==> src/rtl/shaper_input_delay_line.sv <==
// ---------------------------------------------------------------------------
// shaper_input_delay_line
//
// Front end of the trapezoidal shaping chain. Each accepted ADC sample has
// the programmable baseline removed, is sign-extended to the tap width and
// pushed into a tapped delay line that the shaper reads for its k/l
// differences. A pulse-detection FSM produces the pulse_time window gate,
// the end_impuls strobe and the pileup/overflow window flags.
//
// Ports
//   clk                 system clock, all logic on posedge
//   reset_mult          asynchronous reset, active low
//   enable              channel enable; low forces the FSM idle, taps still shift
//   adc_data            unsigned ADC sample
//   adc_valid           sample qualifier
//   baseline            unsigned baseline subtracted from every sample
//   threshold           unsigned trigger level (against baseline-removed value)
//   k_trapezoidal       window constant k
//   l_trapezoidal       window constant l
//   hold_length         window constant hold
//   shift_reg_input_sig signed taps, [0] is the newest sample
//   pulse_time          pulse window gate
//   end_impuls          one-cycle end-of-pulse strobe
//   pileup              retrigger seen inside the current window
//   overflow            ADC saturation seen inside the current window
// ---------------------------------------------------------------------------
module shaper_input_delay_line #(
   parameter int SIZE_SHAPER_DATA         = 14,
   parameter int SIZE_SHAPER_ADD_CAPACITY = 9,
   parameter int SIZE_SHAPER_SHIFT_REG    = 60,
   parameter int SIZE_SHAPER_CONSTANT     = 8
) (
   input  logic                                   clk,
   input  logic                                   reset_mult,
   input  logic                                   enable,
   input  logic [SIZE_SHAPER_DATA-1:0]            adc_data,
   input  logic                                   adc_valid,
   input  logic [SIZE_SHAPER_DATA-1:0]            baseline,
   input  logic [SIZE_SHAPER_DATA-1:0]            threshold,
   input  logic [SIZE_SHAPER_CONSTANT-1:0]        k_trapezoidal,
   input  logic [SIZE_SHAPER_CONSTANT-1:0]        l_trapezoidal,
   input  logic [SIZE_SHAPER_CONSTANT-1:0]        hold_length,
   output logic [SIZE_SHAPER_SHIFT_REG-1:0]
                [SIZE_SHAPER_DATA+SIZE_SHAPER_ADD_CAPACITY:0] shift_reg_input_sig,
   output logic                                   pulse_time,
   output logic                                   end_impuls,
   output logic                                   pileup,
   output logic                                   overflow
);

   localparam int TW = SIZE_SHAPER_DATA + SIZE_SHAPER_ADD_CAPACITY + 1;
   localparam int CW = SIZE_SHAPER_CONSTANT + 2;

   typedef enum logic [1:0] {
      ST_IDLE  = 2'd0,
      ST_PULSE = 2'd1,
      ST_END   = 2'd2,
      ST_DEAD  = 2'd3
   } state_t;

   state_t                 state, state_nxt;
   logic [CW-1:0]          cnt, cnt_nxt;
   logic                   pileup_nxt;
   logic                   overflow_nxt;

   logic [SIZE_SHAPER_DATA:0] diff;
   logic [TW-1:0]             sample_ext;
   logic [TW-1:0]             threshold_ext;
   logic                      above;
   logic                      above1;
   logic                      adc_saturated;
   logic [CW-1:0]             window_sum;
   logic [CW-1:0]             window_load;

   // ------------------------------------------------------------------------
   // Baseline subtraction. Both operands are zero-extended by one bit so the
   // MSB of the difference is its sign; that bit is replicated up to TW.
   // ------------------------------------------------------------------------
   always_comb begin
      diff       = {1'b0, adc_data} - {1'b0, baseline};
      sample_ext = {{(TW-SIZE_SHAPER_DATA-1){diff[SIZE_SHAPER_DATA]}}, diff};
   end

   // ------------------------------------------------------------------------
   // Tapped delay line; shifts only on accepted samples, independent of
   // enable so the shaper history stays valid.
   // ------------------------------------------------------------------------
   always_ff @(posedge clk or negedge reset_mult) begin
      if (!reset_mult) begin
         shift_reg_input_sig <= '0;
      end else if (adc_valid) begin
         shift_reg_input_sig[0] <= sample_ext;
         for (int unsigned i = 1; i < SIZE_SHAPER_SHIFT_REG; i++) begin
            shift_reg_input_sig[i] <= shift_reg_input_sig[i-1];
         end
      end
   end

   // ------------------------------------------------------------------------
   // Trigger qualifiers on the two newest taps, saturation detect on the raw
   // sample, and the window length (a zero-length window is forced to 1).
   // ------------------------------------------------------------------------
   always_comb begin
      threshold_ext = {{(TW-SIZE_SHAPER_DATA){1'b0}}, threshold};
      above         = $signed(shift_reg_input_sig[0]) > $signed(threshold_ext);
      above1        = $signed(shift_reg_input_sig[1]) > $signed(threshold_ext);
      adc_saturated = (adc_data == '1) || (adc_data == '0);
      window_sum    = {2'b00, k_trapezoidal} + {2'b00, l_trapezoidal}
                    + {2'b00, hold_length};
      window_load   = (window_sum == '0) ? CW'(1) : window_sum;
   end

   // ------------------------------------------------------------------------
   // Pulse FSM: state register
   // ------------------------------------------------------------------------
   always_ff @(posedge clk or negedge reset_mult) begin
      if (!reset_mult) begin
         state    <= ST_IDLE;
         cnt      <= '0;
         pileup   <= 1'b0;
         overflow <= 1'b0;
      end else begin
         state    <= state_nxt;
         cnt      <= cnt_nxt;
         pileup   <= pileup_nxt;
         overflow <= overflow_nxt;
      end
   end

   // ------------------------------------------------------------------------
   // Pulse FSM: next state and flags. Everything except END->DEAD and the
   // enable override advances only on accepted samples.
   // ------------------------------------------------------------------------
   always_comb begin
      state_nxt    = state;
      cnt_nxt      = cnt;
      pileup_nxt   = pileup;
      overflow_nxt = overflow;

      if (!enable) begin
         state_nxt    = ST_IDLE;
         pileup_nxt   = 1'b0;
         overflow_nxt = 1'b0;
      end else begin
         case (state)
            ST_IDLE: begin
               // two consecutive samples above threshold debounce the trigger
               if (adc_valid && above && above1) begin
                  state_nxt    = ST_PULSE;
                  cnt_nxt      = window_load;
                  pileup_nxt   = 1'b0;
                  overflow_nxt = 1'b0;
               end
            end
            ST_PULSE: begin
               if (adc_valid) begin
                  if (adc_saturated) begin
                     overflow_nxt = 1'b1;
                  end
                  // fresh crossing inside the window restarts it (pile-up)
                  if (above && !above1) begin
                     cnt_nxt    = window_load;
                     pileup_nxt = 1'b1;
                  end else if (cnt == CW'(1)) begin
                     state_nxt = ST_END;
                  end else begin
                     cnt_nxt = cnt - CW'(1);
                  end
               end
            end
            ST_END: begin
               state_nxt = ST_DEAD;
               if (adc_valid && adc_saturated) begin
                  overflow_nxt = 1'b1;
               end
            end
            ST_DEAD: begin
               // hold off until the pulse tail has dropped below threshold
               if (adc_valid && !above) begin
                  state_nxt = ST_IDLE;
               end
            end
            default: begin
               state_nxt = ST_IDLE;
            end
         endcase
      end
   end

   always_comb begin
      pulse_time = (state == ST_PULSE);
      end_impuls = (state == ST_END);
   end

endmodule

==> config.mk <==
export PLATFORM = sky130hd
export DESIGN_NAME = shaper_input_delay_line
export DESIGN_NICKNAME = d
export VERILOG_FILES = /design/src/rtl/shaper_input_delay_line.sv
export SDC_FILE = /design/constraint.sdc
export NUM_CORES = 1
export LEC_CHECK = 0
export ABC_AREA = 1
export ABC_CLOCK_PERIOD_IN_PS = 2100
export BUFFER_PORTS_ARGS = -buffer_cell sky130_fd_sc_hd__buf_2
export CAP_MARGIN = 20
export CORE_AREA = 2 2 583 585
export CTS_CLUSTER_SIZE = 14
export DETAILED_ROUTE_END_ITERATION = 10
export DIE_AREA = 0 0 585 587
export PLACE_DENSITY_LB_ADDON = 0.25
export SKIP_CTS_REPAIR_TIMING = 1
export SYNTH_ARGS = -nofsm -noshare
export SYNTH_HDL_FRONTEND = slang
export SYNTH_SLANG_ARGS = --single-unit
==> constraint.sdc <==
create_clock -name clk -period 2.1 [get_ports clk]
set_input_delay 0.42 -clock clk [delete_from_list [all_inputs] [get_ports clk]]
set_output_delay 0.42 -clock clk [all_outputs]
set_load 0.1 [all_outputs]
==> flow_summary.yaml <==
power_and_ir_drop:
  intPower_mw: 40.82
  ir_drop_mv: 0.7746
  power_mw: 80.68
  leakagePower_nw: 34.94
  seq_power_share: 0.275
  p_sw_mw: 39.86
  combPwrFrac: 0.462
  p_per_area_nw_per_um2: 1202
  pwr-share-clk: 0.263
  switching_share: 0.4941
synth:
  avgSynthCellArea_um2: 8.443
  synth_nets: 4946
  ys_seq_elements: 914
  synth.largest_area_cell: "dfrtp_1"
  synth_cell_types: 40
  yosys-top-cells-area: "dfrtp_1, nand2_1, buf_4, clkbuf_1, ha_1"
  seq_area_frac_synth: 0.5632
  syn_inst: 4810
  syn_area_um2: 40610
  synth.top_cell.area_share: 0.5632
  ys.warnings.count: 0
floorplan:
  num_rows: 214
  ioPinCount: 1514
  coreArea_um2: 337900
  dieWidth_um: 585
  design.die.area_um2: 343400
  die_h_um: 587
  initial_core_util: 0.1202
detailed_routing:
  wire_per_inst_um: 20.05
  drt_wl_total_um: 217000
  wl_met2_um: 102000
  routed-wl-met3_um: 17420
  met1_length_um: 90500
  avgViaCountPerCell: 3.378
  ant_nets: 0
  dr.pass1.iters: 5
  drc: 0
  highest_layer: "met5"
  vias: 36562
  first_iter_violations: 2178
global_route:
  grt_pass1_wl_um: 284000
  grt_max_degree: 93
  antenna_found_initial: 18
  grt_overflow: 0
  groute.usage.overall: 0.1151
  grt_pass1_vias: 34791
sta:
  setup_ws_ns: -0.1725
  min_period_over_period: 1.082
  rsz0062_at_grt: "true"
  clock.fmax_mhz: 440.0
  worstMarginPinSlew_ns: 0.6494
  hold_ws_ns: 0.1258
  slew_violations: 0
  finalSetupViolCount: 60
  period_needed_ns: 2.273
  relSlewSlack: 0.5671
  setup_tns_ns: -2.467
  worst_clock_skew_ns: 0.1092
  finalHoldViolations: 0
final_layout:
  layout.cells.non_filler: 10824
  areaGrowthSynthToFinish_pct: 65.31
  fin_area_um2: 67130
  seq_area_um2: 23120
  multi_input_area_um2: 12910
  drive_gt1_frac: 0.3849
  final_cell_mix: "nand2_1, dfrtp_1, buf_4, buf_6, clkbuf_4"
  fillers: 37334
  final_common_cell: "nand2_1"
  fin_nets: 6325
worst_setup_path:
  start_kind: "flop"
  crit_fanout: 4
  end_kind: "primary output"
  cpPeakStageDelay_ns: 0.46
  crit_chain: "ha_4 -> buf_6 -> buf_12"
  required_ns: 1.68
  arrival_ns: 1.85
  cp_top_family: "flip-flops"
  cpMaxStageDelayCell: "dfrtp_2"
  path_class: "flop to primary output"
  path_buf_inv: 2
clocking:
  cts_made_buffers: 119
  clock_latency_ns: 0.89
  cts_tree: "done"
  clock_path_buffers: 4
  path_clk_slew_ns: 0.07
  cts_max_level: 3
  cts-root-buf: "clkbuf_16"
  clock_sink_count: 914
placement:
  placed_cells: 10393
  place_area_um2: 52540
  gp_congestion: 0.8971
  port_buffers: 1513
  hpwl_um: 165900
job:
  max_cap_violations: 0
outcome:
  status: "finished, violations left"
  violations: "negative setup slack"
min_path:
  hold_path_class: "input port to async pin"
-- cells by family after synthesis --
kind of cell             synth area share
adder cells (fa/ha/maj)           0.02218
flip-flops                         0.5632
AO/OA/AOI/OAI                     0.01350
AND/OR/NAND/NOR                    0.2694
buffers and inverters              0.1286
XOR/XNOR                         0.003020
-- sequential cells by signal (all words and copies together) (netlist names) --
register             cells
cnt                     10
overflow                 1
pileup                   1
shift_reg_input_sig    900
state                    2
-- metrics by stage --
stage	setup WS, ns	util
after floorplan	-0.2213	-
after global routing	-0.2719	0.1986
after detailed placement	-0.9256	0.1555
after global placement	-0.9237	0.1555
after CTS	-0.6118	0.1673
final	-0.1725	0.1987
-- cell usage after synthesis (all sizes together) --
master / instances
fa: 10
nor3b: 1
and2: 1
a21boi: 1
o21bai: 1
o211ai: 1
ha: 56
clkbuf: 197
a21oi: 29
nand2: 2763
nor2: 44
buf: 546
a21o: 1
nand3b: 5
nand3: 32
inv: 105
dfrtp: 914
a31oi: 2
xnor2: 5
nor4: 2
o21ai: 64
o31ai: 1
xor2: 9
nand4: 12
nor3: 6
or2: 1
o22ai: 1
-- metal layers --
layer / up-vias / track usage
li1: 16873 / -
met1: 18199 / 0.1462
met2: 1261 / 0.1878
met3: 223 / 0.03286
met4: 6 / 0.03379
met5: - / 0
-- final cells by class --
type	count	area share
well taps	4536	0.08454
diodes	4	0.0001491
repair buffers	1999	0.3130
clock inverters	59	0.009916
inverters	105	0.006020
flip-flops and latches	914	0.3444
clock buffers	157	0.04963
multi-input cells	3050	0.1923
-- worst paths after layout --
kind,to,slack [ns],from,cells after the start
min reg2reg,shift_reg_input_sig[488],0.43,shift_reg_input_sig[464],2
max in group asynchronous,shift_reg_input_sig[302],0.84,reset_mult,3
max reg2reg,cnt[0],-0.13,shift_reg_input_sig[11],14
min in group clk,shift_reg_input_sig[14],0.13,adc_data[13],5
max,pulse_time,-0.17,state[0],3
min,shift_reg_input_sig[195],0.13,reset_mult,2
-- power by group through the flow --
stage	combinational (mW)	sequential (mW)	clock (mW)
after floorplan	11.7	35.5	0
after global placement	32.3	22.4	0
after detailed placement	32.3	22.4	0
after CTS	32.3	22.2	22.0
after global routing	38.6	22.4	22.7
final	37.3	22.2	21.2
Note: power is estimated with default switching activity, not from simulation.
